`src/rtl/imem_pkg.sv`:
```
// Shared definitions for the instruction-memory arbiter: default geometry,
// lock-state encoding and requester identifiers.
package imem_pkg;

  localparam int IMEM_ADDR_W = 13;
  localparam int IMEM_DATA_W = 32;

  typedef enum logic {
    LK_OPEN   = 1'b0,
    LK_LOCKED = 1'b1
  } lock_state_e;

  typedef enum logic {
    REQ_FETCH  = 1'b0,
    REQ_LOADER = 1'b1
  } req_id_e;

endpackage

```
`src/rtl/imem_rr_arb2.sv`:
```
// Two-way round-robin grant (bit 0 = fetch, bit 1 = loader) with a
// loader-priority override that bypasses the stored last winner on ties.
module imem_rr_arb2
  import imem_pkg::*;
(
  input  logic       clk,
  input  logic       rst_n,
  input  logic [1:0] req_i,
  input  logic       prio_i,
  output logic [1:0] gnt_o
);

  req_id_e lastWinner_q, lastWinner_d;

  always_comb begin
    gnt_o = 2'b00;
    if (req_i == 2'b11) begin
      if (prio_i || lastWinner_q == REQ_FETCH) gnt_o = 2'b10;
      else                                     gnt_o = 2'b01;
    end else begin
      gnt_o = req_i;
    end
  end

  always_comb begin
    lastWinner_d = lastWinner_q;
    if (gnt_o[1])      lastWinner_d = REQ_LOADER;
    else if (gnt_o[0]) lastWinner_d = REQ_FETCH;
  end

  // Reset to loader so that fetch wins the first tie.
  always_ff @(posedge clk or negedge rst_n) begin
    if (!rst_n) lastWinner_q <= REQ_LOADER;
    else        lastWinner_q <= lastWinner_d;
  end

endmodule

```
`src/rtl/imem_arbiter.sv`:
```
// Single-port instruction memory arbiter between fetch and loader, with a
// loader lock. Define IMEM_ARB_LOADER_PRIO_EN to make the loader win all ties.
module imem_arbiter
  import imem_pkg::*;
#(
  parameter int ADDR_W = IMEM_ADDR_W,
  parameter int DATA_W = IMEM_DATA_W
) (
  input  logic              clk,
  input  logic              rst_n,
  input  logic              f_req,
  input  logic [31:0]       f_addr,
  output logic              f_gnt,
  output logic              f_rvalid,
  output logic [DATA_W-1:0] f_rdata,
  output logic              f_err,
  input  logic              l_req,
  input  logic              l_we,
  input  logic [31:0]       l_addr,
  input  logic [DATA_W-1:0] l_wdata,
  input  logic              l_lock,
  output logic              l_gnt,
  output logic              l_rvalid,
  output logic [DATA_W-1:0] l_rdata,
  output logic              locked,
  output logic [ADDR_W-1:0] mem_addr,
  output logic              mem_re,
  output logic              mem_we,
  output logic [DATA_W-1:0] mem_wdata,
  input  logic [DATA_W-1:0] mem_rdata
);

  lock_state_e lockState_q;
  logic        pend_q;
  req_id_e     owner_q;
  logic        fErr_q;
  logic [1:0]  arbReq;
  logic [1:0]  arbGnt;
  logic        prioLoader;
  logic        unusedAddr;

`ifdef IMEM_ARB_LOADER_PRIO_EN
  assign prioLoader = 1'b1;
`else
  assign prioLoader = 1'b0;
`endif

  assign locked = (lockState_q == LK_LOCKED);
  // Fetch is masked out while locked; no grants are issued while in reset.
  assign arbReq = {l_req, f_req & ~locked} & {2{rst_n}};

  imem_rr_arb2 u_arb (
    .clk    (clk),
    .rst_n  (rst_n),
    .req_i  (arbReq),
    .prio_i (prioLoader),
    .gnt_o  (arbGnt)
  );

  assign f_gnt     = arbGnt[0];
  assign l_gnt     = arbGnt[1];
  assign mem_re    = f_gnt | (l_gnt & ~l_we);
  assign mem_we    = l_gnt & l_we;
  assign mem_wdata = mem_we ? l_wdata : '0;
  assign mem_addr  = f_gnt ? f_addr[ADDR_W+1:2] :
                     l_gnt ? l_addr[ADDR_W+1:2] : '0;

  assign f_rvalid = pend_q & (owner_q == REQ_FETCH);
  assign l_rvalid = pend_q & (owner_q == REQ_LOADER);
  assign f_rdata  = f_rvalid ? mem_rdata : '0;
  assign l_rdata  = l_rvalid ? mem_rdata : '0;
  assign f_err    = f_rvalid & fErr_q;

  assign unusedAddr = ^{f_addr[31:ADDR_W+2], l_addr[31:ADDR_W+2], l_addr[1:0]};

  // Lock is taken only in a cycle that issues no read, so nothing is in flight.
  always_ff @(posedge clk or negedge rst_n) begin
    if (!rst_n) begin
      lockState_q <= LK_OPEN;
      pend_q      <= 1'b0;
      owner_q     <= REQ_FETCH;
      fErr_q      <= 1'b0;
    end else begin
      case (lockState_q)
        LK_OPEN:   if (l_lock && !mem_re) lockState_q <= LK_LOCKED;
        LK_LOCKED: if (!l_lock)           lockState_q <= LK_OPEN;
        default:                          lockState_q <= LK_OPEN;
      endcase
      pend_q  <= mem_re;
      owner_q <= l_gnt ? REQ_LOADER : REQ_FETCH;
      fErr_q  <= f_gnt & (f_addr[1:0] != 2'b00);
    end
  end

endmodule

```
`config.mk`:
```
export PLATFORM = sky130hd
export DESIGN_NAME = imem_arbiter
export DESIGN_NICKNAME = d
export VERILOG_FILES = /design/src/rtl/imem_pkg.sv /design/src/rtl/imem_rr_arb2.sv /design/src/rtl/imem_arbiter.sv
export SDC_FILE = /design/constraint.sdc
export NUM_CORES = 1
export LEC_CHECK = 0
export ABC_AREA = 1
export CORE_MARGIN = 8
export CORE_UTILIZATION = 17
export DETAILED_ROUTE_END_ITERATION = 10
export PLACE_DENSITY_LB_ADDON = 0.15
export SYNTH_ARGS = -nofsm -noshare
export SYNTH_HDL_FRONTEND = slang
export SYNTH_HIERARCHICAL = 1
export SYNTH_SLANG_ARGS = --single-unit
```
`constraint.sdc`:
```
create_clock -name clk -period 1.6 [get_ports clk]
set_input_delay 0.32 -clock clk [delete_from_list [all_inputs] [get_ports clk]]
set_output_delay 0.32 -clock clk [all_outputs]
set_load 0.01 [all_outputs]
```
==> results of run 1 <==
cell type report:
class,instances,area [um^2],area share [%]
flip-flops and latches,5,129,3.06
repair buffers,264,2540,60.3
multi-input cells,161,1080,25.6
well taps,80,100,2.37
inverters,78,313,7.42
repair inverters,1,8.76,0.208
clock buffers,4,45.0,1.07
worst max-delay path, cell delays in order, from the launching register on:
cell and delay [ns]:
dfrtp_1 0.38, nor2_2 0.12, nand2_2 0.07, inv_2 0.07
nand2_2 0.06, nand2_4 0.11, nand2_8 0.08, buf_12 0.14
buf_12 0.13, buf_12 0.13, nor2_4 0.09, buf_6 0.11
final timing paths:
kind,to,slack (ns),cells past startpoint
worst max-delay path,mem_wdata[7],-0.43,11
worst min-delay path,fErr_q,0.01,2
worst max register to register,locked,-0.01,12
worst min register to register,u_arb/lastWinner_q,0.49,2
max in group asynchronous,u_arb/lastWinner_q,1.39,2
min in group clk,u_arb/lastWinner_q,0.49,2
Yosys cell counts:
library cell	n	area share, %
nor2_1	91	29
inv_1	76	24
nand2_1	42	13
nand3_1	13	5.5
nor2_2	11	5.9
buf_2	6	2.6
buf_6	6	5.8
dfrtp_1	4	8.5
inv_2	2	0.64
a21oi_1	1	0.43
buf_4	1	0.64
conb_1	1	0.32
dfstp_2	1	2.2
nand2_2	1	0.53
registers in the layout, indices dropped and copies added, names as in the netlist:
name                flops
locked                  1
fErr_q                  1
owner_q                 1
u_arb/lastWinner_q      1
pend_q                  1
layer usage:
metal	share of wire [%]	vias up
met5	0	-
li1	-	1217
met1	32	1051
met4	1.2	0
met2	53	153
met3	13	8
metrics by stage:
| step | utilization (%) | setup WS [ns] | std cells | cell area, um^2 |
|---|---|---|---|---|
| 3_5_place_dp | 52.7 | -0.976 | 555 | 3540 |
| 5_1_grt | 62.8 | -0.499 | 593 | 4220 |
| 6_report | 62.8 | -0.426 | 593 | 4220 |
| 3_3_place_gp | 52.7 | -0.965 | 555 | 3540 |
| 4_1_cts | 55.7 | -0.432 | 583 | 3740 |
| 2_1_floorplan | - | 0.00307 | 257 | 1230 |
repair_timing:
action                     CTS  global route
gates resized for setup    427           193
pin swaps                    8            15
hold buffers                 0             0
setup buffers               19             9
setup endpoints to repair  118           118
gates cloned                 5             6
kinds of logic (layout without fill, tap and decap cells):
kind of cell	after synthesis	count (layout)	share of synthesized area [%]
other cells	1	2	0.320
simple gates	158	158	54.5
buf+inv	91	347	33.9
compound gates	1	1	0.426
flops	5	5	10.8
power breakdown:
part / switching (mW) / internal, mW
clock network: 0.0583 / 0.171
registers: 0.0140 / 0.144
logic: 0.453 / 0.606
total: 0.525 / 0.920
==> impl_metrics.ini, run 1 <==
[placement]
gp_congestion = 0.779
portBuffers = 214
hpwl_um = 6970

[timing]
timing.hold.ws_ns = 0.0137
timing.fmax_ghz = 0.493
skew_ns = 0.00113
slew_viol_final = 0
tns_ns = -16.22
period_share_pct = 127
hold_viol = 0
layout_setup_ws_ns = -0.426
finalSetupViolCount = 74
layout_min_cycle_time_ns = 2.03
rsz0062_at_grt = yes

[synth]
ys_ff_latch = 5
yosys_warnings = 6
ys_seq_area_share_pct = 10.8
avgSynthCellArea_um2 = 4.58
synthCells = 256
syn_area_mm2 = 0.00117
synthDistinctLibCells = 14

[floorplan]
die_w_um = 99.0
start_util_pct = 17.4
num_rows = 30
die_h_um = 99.0
die-area_mm2 = 0.00981
boundaryPins = 251
coreArea_mm2 = 0.00672

[critical_path]
setup.worst_path.class = reg -> out
start_kind = flop
startpoint = locked
cp-end-kind = output port
crit_fanout = 6
r2r_start = locked
cp.required_ns = 1.28
arrival_ns = 1.71

[clocking]
cts_made_buffers = 3
cts_tree = yes
htreeDepth = 1
cts_root_buf = clkbuf_8
clock_path_buffers = 2
clkSinkCount = 5
path_clk_slew_ns = 0.03
clock_latency_ns = 0.22

[global_routing]
grt_start_max_net_pins = 18
grt_use_met3_pct = 8.25
busiest_layer = met2
grt_antenna_before_repair = 0
grt_overflow = 0
grt_util_met2_pct = 31.0
grt_pass1_wl_um = 12800
grt_use_met1_pct = 15.0
first_global_vias = 2474
grt_use_total_pct = 16.4

[min_path]
hold_path.class = in -> async

[route]
drtPass1Iterations = 4
drcViolationCount = 0
post_drt_wl_per_cell_um = 15.7
detail-route-antenna-nets = 0
wl_um = 9290
routed-via-count = 2429
drt-initial-drc-count = 41
avgViaCountPerCell = 4.10

[status]
violations = negative setup slack
status = finished with violations

[finish]
syn_to_final_growth_pct = 260
mostFrequentLayoutCells = clkdlybuf4s50_1, inv_1, buf_6
num-nets-final = 648
final_common_cell = clkdlybuf4s50_1
nFillCells = 591
n_antenna_cell = 0
drive_gt1_share_pct = 51.5

[power]
total_power_mw = 1.45
ir_worst_vdd_mv = 0.204
leakage_nw = 2.29
power.density_mw_per_mm2 = 343

[flow_run]
max_cap_violations = 0
(Power assumes the default switching activity.)
==> run 2: changes to the inputs <==
SLEW_MARGIN = 5   (was default)
==> results of run 2 <==
Final layout, timing and power as in run 1 (identical DEF).
